$ cat config.mk
export PLATFORM = sky130hd
export DESIGN_NAME = div_unit
export DESIGN_NICKNAME = d
export VERILOG_FILES = /design/src/rtl/div_unit.sv
export SDC_FILE = /design/constraint.sdc
export NUM_CORES = 1
export LEC_CHECK = 0
export ABC_AREA = 1
export CAP_MARGIN = 20
export CORE_UTILIZATION = 55
export CTS_CLUSTER_SIZE = 10
export DETAILED_ROUTE_END_ITERATION = 8
export PLACE_DENSITY = 0.76
export SYNTH_ARGS = -nofsm -noshare
export SYNTH_HDL_FRONTEND = slang
export SYNTH_SLANG_ARGS = --single-unit
$ cat constraint.sdc
create_clock -name clk -period 5.4 [get_ports clk]
set_input_delay 1.35 -clock clk [delete_from_list [all_inputs] [get_ports clk]]
set_output_delay 1.35 -clock clk [all_outputs]
set_load 0.1 [all_outputs]
$ cat src/rtl/div_unit.sv
// div_unit: multi-cycle radix-2 restoring divider for the EX stage (DIV/DIVU).
// Produces one quotient bit per cycle. Result is {remainder, quotient}:
// the upper half goes to HI and the lower half goes to LO.
//
// Parameters
//   WIDTH  operand width in bits (>= 4); the result bus is 2*WIDTH
//   CNT_W  width of the iteration counter
//
// Ports
//   clk        clock, rising edge
//   rst        asynchronous reset, active low
//   signed_i   1 = signed (DIV), 0 = unsigned (DIVU)
//   opdata1_i  dividend
//   opdata2_i  divisor
//   start_i    request, held high by EX until ready_o is seen
//   annul_i    abort the division in flight (pipeline flush)
//   result_o   {remainder, quotient}
//   ready_o    result valid
//   busy_o     unit is in a state other than FREE (registered)
//
// Optional feature (build macro DIV_FAST_ZERO_EN)
//   When defined, a zero dividend with a non-zero divisor takes the short
//   BY_ZERO path and returns 0 after two edges instead of WIDTH+2. The
//   result is 0 either way; only the latency changes.
module div_unit #(
  parameter int WIDTH = 32,
  parameter int CNT_W = $clog2(WIDTH+1)
) (
  input  logic               clk,
  input  logic               rst,
  input  logic               signed_i,
  input  logic [WIDTH-1:0]   opdata1_i,
  input  logic [WIDTH-1:0]   opdata2_i,
  input  logic               start_i,
  input  logic               annul_i,
  output logic [2*WIDTH-1:0] result_o,
  output logic               ready_o,
  output logic               busy_o
);

  typedef enum logic [1:0] {ST_FREE, ST_BY_ZERO, ST_ON, ST_END} state_t;

  state_t             state, state_nxt;
  logic [CNT_W-1:0]   cnt, cnt_n;
  logic [WIDTH-1:0]   dvd, dvd_n;   // dividend; quotient bits shift in at the bottom
  logic [WIDTH-1:0]   dvs, dvs_n;   // divisor magnitude
  logic [WIDTH-1:0]   rem, rem_n;   // partial remainder
  logic               neg_q, neg_q_n;
  logic               neg_r, neg_r_n;
  logic [2*WIDTH-1:0] result_n;
  logic               ready_n;
  logic               busy_n;

  logic               req;
  logic               zero_path;
  logic [WIDTH-1:0]   mag1, mag2;
  logic [WIDTH:0]     rem_sh, trial;
  logic [WIDTH-1:0]   q_fin, r_fin;

  assign req  = start_i & ~annul_i;
  assign mag1 = (signed_i & opdata1_i[WIDTH-1]) ? -opdata1_i : opdata1_i;
  assign mag2 = (signed_i & opdata2_i[WIDTH-1]) ? -opdata2_i : opdata2_i;

`ifdef DIV_FAST_ZERO_EN
  assign zero_path = (opdata2_i == '0) | (opdata1_i == '0);
`else
  assign zero_path = (opdata2_i == '0);
`endif

  // rem < dvs always holds, so the WIDTH+1-bit difference never overflows
  // and its MSB is a reliable sign.
  assign rem_sh = {rem, dvd[WIDTH-1]};
  assign trial  = rem_sh - {1'b0, dvs};
  assign q_fin  = neg_q ? -dvd : dvd;
  assign r_fin  = neg_r ? -rem : rem;

  // state register
  always_ff @(posedge clk or negedge rst) begin
    if (!rst) state <= ST_FREE;
    else      state <= state_nxt;
  end

  // next state
  always_comb begin
    state_nxt = state;
    case (state)
      ST_FREE:    if (req) state_nxt = zero_path ? ST_BY_ZERO : ST_ON;
      ST_BY_ZERO: state_nxt = ST_END;
      ST_ON: begin
        if (annul_i)                         state_nxt = ST_FREE;
        else if (cnt == CNT_W'(WIDTH))       state_nxt = ST_END;
      end
      ST_END:     if (!start_i) state_nxt = ST_FREE;
      default:    state_nxt = ST_FREE;
    endcase
  end

  // outputs and datapath next values
  always_comb begin
    cnt_n    = cnt;
    dvd_n    = dvd;
    dvs_n    = dvs;
    rem_n    = rem;
    neg_q_n  = neg_q;
    neg_r_n  = neg_r;
    result_n = result_o;
    ready_n  = ready_o;
    busy_n   = (state_nxt != ST_FREE);
    case (state)
      ST_FREE: begin
        result_n = '0;
        ready_n  = 1'b0;
        if (req && !zero_path) begin
          dvd_n   = mag1;
          dvs_n   = mag2;
          rem_n   = '0;
          cnt_n   = '0;
          neg_q_n = signed_i & (opdata1_i[WIDTH-1] ^ opdata2_i[WIDTH-1]);
          neg_r_n = signed_i & opdata1_i[WIDTH-1];
        end
      end
      ST_BY_ZERO: begin
        result_n = '0;
        ready_n  = 1'b1;
      end
      ST_ON: begin
        if (!annul_i) begin
          if (cnt != CNT_W'(WIDTH)) begin
            dvd_n = {dvd[WIDTH-2:0], ~trial[WIDTH]};
            rem_n = trial[WIDTH] ? rem_sh[WIDTH-1:0] : trial[WIDTH-1:0];
            cnt_n = cnt + CNT_W'(1);
          end else begin
            result_n = {r_fin, q_fin};
            ready_n  = 1'b1;
          end
        end
      end
      ST_END: begin
        if (!start_i) begin
          result_n = '0;
          ready_n  = 1'b0;
        end
      end
      default: begin
        result_n = '0;
        ready_n  = 1'b0;
      end
    endcase
  end

  // datapath and output registers
  always_ff @(posedge clk or negedge rst) begin
    if (!rst) begin
      cnt      <= '0;
      dvd      <= '0;
      dvs      <= '0;
      rem      <= '0;
      neg_q    <= 1'b0;
      neg_r    <= 1'b0;
      result_o <= '0;
      ready_o  <= 1'b0;
      busy_o   <= 1'b0;
    end else begin
      cnt      <= cnt_n;
      dvd      <= dvd_n;
      dvs      <= dvs_n;
      rem      <= rem_n;
      neg_q    <= neg_q_n;
      neg_r    <= neg_r_n;
      result_o <= result_n;
      ready_o  <= ready_n;
      busy_o   <= busy_n;
    end
  end

endmodule

=== Word level (Yosys, flattened, before mapping) ===
Index checks and enable logic that the tools add are counted.

* Latch bits: 0
* Output and inout port bits: 66
* Register bits: 172
* RAM bits: 0
* Bits in read-only memories: 0
* Logic and storage cells: 74
* Memories: 0

* Bitwise logic cells: 7
* Equal/unequal tests: 10
* Muxes and demuxes: 31
* Add/sub/neg operators: 6
* Shift-type cells: 0
* $lt $le $gt $ge: 0
* Multipliers: 0
* Div/mod/pow operators: 0
* Reduce and logical (&&, ||, !) cells: 10

{| class="wikitable"
|+ Operators by type and width
! cell !! count
|-
| 32-bit 2-to-1 mux || 11
|-
| 64-bit 2-to-1 mux || 3
|-
| 64-bit one-hot mux with 3 select lines || 1
|-
| 32-bit negation || 4
|-
| 32-bit one-hot mux with 2 select lines || 2
|-
| 33-bit by 32-bit subtractor with 33-bit output || 1
|-
| 32-bit logical NOT || 1
|-
| 6-bit 2-to-1 mux || 3
|-
| 6-bit one-hot mux with 2 select lines || 1
|-
| 2-bit 2-to-1 mux || 5
|-
| 2-bit inequality test, second input constant || 5
|-
| 2-bit one-hot mux with 4 select lines || 1
|-
| 6-bit by 1-bit adder with 6-bit output, second input constant || 1
|-
| 6-bit == test, second input constant || 1
|-
| 6-bit inequality test, second input constant || 1
|-
| 1-bit bitwise AND || 4
|-
| 2-bit == test, second input constant || 2
|-
| 1-bit one-hot mux with 4 select lines || 1
|-
| 4-bit AND reduction || 1
|-
| 2-bit nonzero test || 2
|-
| 1-bit 2-to-1 mux || 3
|-
| 3-bit AND reduction || 1
|-
| 2-bit by 1-bit == test with 1-bit output, second input constant || 1
|-
| 2-bit logical NOT || 1
|-
| other kinds (6) || 7
|}

=== Depth between registers and ports, before layout ===
* Word-level depth: 5
* Mapped depth: 18
* Mapped depth without buffers: 18

=== Least setup slack after synthesis ===
OpenSTA, ideal clock, no wires.

* Path kind: input -> register
* Start: in opdata2_i[0]
* End: reg dvd[23]
* Arrival: 2.693 ns
* Slack: 2.576 ns
* Cell stages on the path: 13
* Buffers on the path: 2
* Path through: inv_1 > ha_1 > nand3_1 > nor2_1 > nand2_1 > o21ai_4 > nand2_2 > nand2_4 > nor2_2 > buf_6 > buf_6 > nand2_1 > o211ai_1

* Cells in the longest elaborated chain, start to end: 5

{| class="wikitable"
|+ RTL lines
! element !! line !! source
|-
| start, declared || 33 || <nowiki>input logic [WIDTH-1:0] opdata2_i,</nowiki>
|-
| 32-bit logical NOT || 67 || <nowiki>assign zero_path = (opdata2_i == '0);</nowiki>
|-
| 1-bit logical NOT || 113 || <nowiki>if (req && !zero_path) begin</nowiki>
|-
| 1-bit logical AND || 113 ||
|-
| 2-bit inequality test (no source line) || -- ||
|-
| 4-bit AND reduction (no source line) || -- ||
|-
| end signal, assigned || 165 || <nowiki>dvd <= dvd_n;</nowiki>
|-
| end, declared || 45 || <nowiki>logic [WIDTH-1:0] dvd, dvd_n;</nowiki>
|}

No other way between the ends.
A chain may end at the register's enable or synchronous reset.

=== Final worst setup path ===
* Start: in opdata2_i[0]
* End: reg rem[30]

* Cells in the longest elaborated chain, start to end: 5

{| class="wikitable"
|+ RTL lines
! element !! line !! source
|-
| 32-bit logical NOT || 67 ||
|-
| 1-bit logical NOT || 113 ||
|-
| 1-bit logical AND || 113 ||
|-
| 2-bit inequality test (no source line) || -- ||
|-
| 4-bit AND reduction (no source line) || -- ||
|-
| end signal, assigned || 167 || <nowiki>rem <= rem_n;</nowiki>
|-
| end, declared || 47 || <nowiki>logic [WIDTH-1:0] rem, rem_n;</nowiki>
|}

No other way between the ends.

==> results.md <==
* Post-synthesis average cell area at about 6.5 um^2
* Largest net degree at the start of global routing at 87
* Worst Setup Start Kind: input pin
* Slew @ Worst Pin at 1.053 ns
* Dpl cells at 2373
* Relative slew slack at 29.59%
* Share of the synthesized area in the top cell type at between 30% and 40%
* Number of diodes at 0
* # hold bufs at CTS at 0
* # rows at 55
* Critical path capture point type: register
* Final WL at 39440 um
* CTS tree: built
* Detail Route Antenna Nets at 0
* DR DRC count at 0
* Largest stage delay on the critical path at 0.67 ns
* Syn. warnings at 0
* CP bufs+invs at 3
* DR iter-0 viols at about 1200
* Critical path's top delay family: simple AND/OR/NAND/NOR gates
* Worst Path Max Fanout at 60
* Overall Global Routing Usage at between 30% and 40%
* Hold WC Path Type: reg2reg
* Max-Cap Viols at 0
* CTS Buf Count at 17
* Reg2Reg Setup Slack at 2.09 ns
* First-pass DRT Iterations at 6
* Slew Viols, Final at 0
* Remaining Overflow, GRT at 0
* Die area at 24070 um^2
* Final Core Density at 65.37%
* Hold Crit Depth at 2
* Buffers on Ports at 134
* Leakage at 7.809 nW
* Number of vias per cell at 5.489
* CP arrival at 4.34 ns
* WL/cell at about 16 um
* CP Class: in2reg
* Outcome: complete, no violations
* Starting density of the core at 56.45%
* First-pass GRT wire length at 64250 um
* Root Buffer: clkbuf_16
* Crit-path cells: clkdlybuf4s50_1, inv_1, ha_1, nand3_1, nor2_1, nand2_1, o21ai_4, nand2_2, nand2_4, nor2_4, buf_4, nand3_1, nand2_1
* Max Clk Rate at 251.8 MHz
* Hpwl dp at slightly above 30000 um
* Final min period at slightly below 4 ns
* Syn nets at 2087
* Pwr dens at 536.4 nW/um^2
* Hold EP: result_o[62]$_DFFE_PN0P_
* CTS resizes at 0
* Final worst setup slack at 1.429 ns
* Worst-case clock buffer depth at 2
* Total Power at 8.011 mW
* Fraction of layout cells with a size suffix above 1 at 3.392%
* R2r startpoint: state[0]$_DFF_PN0_
* Cell accounting for the most synthesized area: dfrtp_1
* Setup Buffers After CTS at 0
* Clk_skew at 0.01290 ns
* Synth cell types at 46
* Unrepaired setup endpoints after global routing: no
* Core ar. at between 20000 and 25000 um^2
* Peak VDD IR at 0.0004513 V
* Final period utilization at 73.54%
* Vias at 13207
* R2R cell count at 12
* H-tree levels at 4
* Mapped Area at 12900 um^2
* CP max stage cell: nor2_4
* Final std cells w/o fill at 2406
* Register area share after synthesis at around a third
* Nets at 2192
* FILL cells at 2141
* Die Ht at roughly 160 um
* Pre-CTS setup slack at 0.8845 ns
* Latest clock arrival within the worst-skew pair at 0.44 ns
* Ports at 135
* Critical R2R Capture: rem[30]$_DFFE_PN0P_
* Setup tns final at 0 ns
* Synth Instances at between 1500 and 2000
* Vias in the first global route at between 10000 and 15000
* Worst EP required at 5.77 ns
* Fin. Hold Viols at 0
* Worst-path clk slew at 0.07 ns
* DIE WIDTH at approximately 160 um
* Routability congestion estimate at 0.9913
* Syn-to-layout area delta at 15.80%
* Register bit total from synthesis at 172
* Initial antenna violation count at 0
* Hold wc startpoint: result_o[62]$_DFFE_PN0P_
* Final setup fails at 0
* Num Clock Sinks at 172
* Top area cells in the synthesized netlist: dfrtp_1 33%, nand2_1 19%, inv_1 7.6%
==> placed cells by master, fill, tap and decap left out, types with 5 or more instances in the layout <==
master,count
o21ai_0,121
o21ai_1,14
nor2_2,5
inv_2,7
xor2_1,56
nand3_1,159
nand2_2,5
o211ai_1,29
clkbuf_16,17
nand2_1,658
clkinv_4,5
inv_1,261
clkdlybuf4s50_1,133
a21oi_1,61
buf_4,8
ha_1,42
o21bai_1,5
a22o_1,8
nand4_1,33
nor3_1,23
xnor2_1,25
dfrtp_1,172
nor2_1,193
==> routing by layer <==
| metal | up-vias | global-route usage (%) | wire [um] |
|---|---|---|---|
| met3 | 88 | 4.596 | 2552 |
| met1 | 6067 | 48.66 | 18190 |
| met4 | 0 | 13.06 | 1405 |
| li1 | 6502 | - | - |
| met2 | 550 | 53.20 | 17300 |
| met5 | - | 0 | 0 |
==> worst reg2reg max path, delay by kind of cell, from the launching register on <==
family / cells / cell delay, ns
AO/OA/AOI/OAI: 1 / 0.13
adder cells (fa/ha/maj): 1 / 0.15
buffers and inverters: 4 / 0.95
flip-flops: 1 / 0.44
AND/OR/NAND/NOR: 6 / 1.57
==> registers in the layout (all words and copies together) (netlist names) <==
name / flops
neg_q: 1
dvd: 32
busy_o: 1
rem: 32
ready_o: 1
state: 2
neg_r: 1
result_o: 64
cnt: 6
dvs: 32
==> per-stage QoR <==
stage               hold slack, ns  instance area [um^2]
global route                0.4924                 14940
global placement            0.4648                 14360
detailed placement          0.4668                 14360
floorplan                   0.4489                 12900
CTS                         0.4870                 14910
finish                      0.4812                 14940
==> logic make-up after synthesis <==
family | Yosys count | synth area share [%]
adders and majority gates | 43 | 4.230
and+or+nand+nor | 1097 | 35.15
AOI/OAI and AO/OA | 256 | 11.32
DFF | 172 | 33.37
xor gates and xnor gates | 81 | 5.501
buffers and inverters | 326 | 10.43
==> worst max-delay path by stage <==
stage,startpoint,endpoint,cells after the start
6_report,opdata2_i[0],rem[30]$_DFFE_PN0P_,13
5_1_grt,opdata2_i[0],rem[26]$_DFFE_PN0P_,13
4_1_cts,opdata2_i[0],neg_q$_DFFE_PN0P_,11
3_5_place_dp,opdata2_i[0],neg_q$_DFFE_PN0P_,11
3_3_place_gp,opdata2_i[0],neg_q$_DFFE_PN0P_,11
2_1_floorplan,opdata2_i[0],dvd[23]$_DFFE_PN0P_,13
==> cell usage after synthesis (all sizes together) <==
| cell type | count |
|---|---|
| clkinv | 1 |
| or2 | 5 |
| o211ai | 29 |
| nor3b | 1 |
| a22o | 8 |
| nand2 | 664 |
| ha | 42 |
| buf | 36 |
| a31oi | 3 |
| nor4 | 3 |
| a32o | 2 |
| nor3 | 24 |
| and3 | 2 |
| o21bai | 5 |
| xnor2 | 25 |
| clkbuf | 21 |
| o21ai | 138 |
| nand4 | 33 |
| o2111ai | 3 |
| o31ai | 3 |
| dfrtp | 172 |
| xor2 | 56 |
| a21o | 2 |
| fa | 1 |
| nand3 | 160 |
| and2 | 2 |
| inv | 268 |
| a21oi | 63 |
| nor2 | 200 |
| nand3b | 3 |
==> where the power goes <==
group / total [mW] / switching, mW / leakage (nW) / internal, mW
registers: 2.10 / 0.390 / 2.26 / 1.71
clock network: 1.16 / 0.552 / 0.268 / 0.611
logic: 4.75 / 3.45 / 5.28 / 1.29
total: 8.01 / 4.40 / 7.81 / 3.61
==> area by class of cell <==
type	count	area (um^2)	share of cell area [%]
Clock buffer	19	442.9	2.966
Clock inverter	13	108.9	0.7288
Inverter	269	1010	6.760
Multi-Input combinational cell	1477	7248	48.53
Sequential cell	172	4304	28.82
Tap cell	313	391.6	2.622
Timing Repair Buffer	143	1430	9.575
Power figures use the tool's default switching activity.
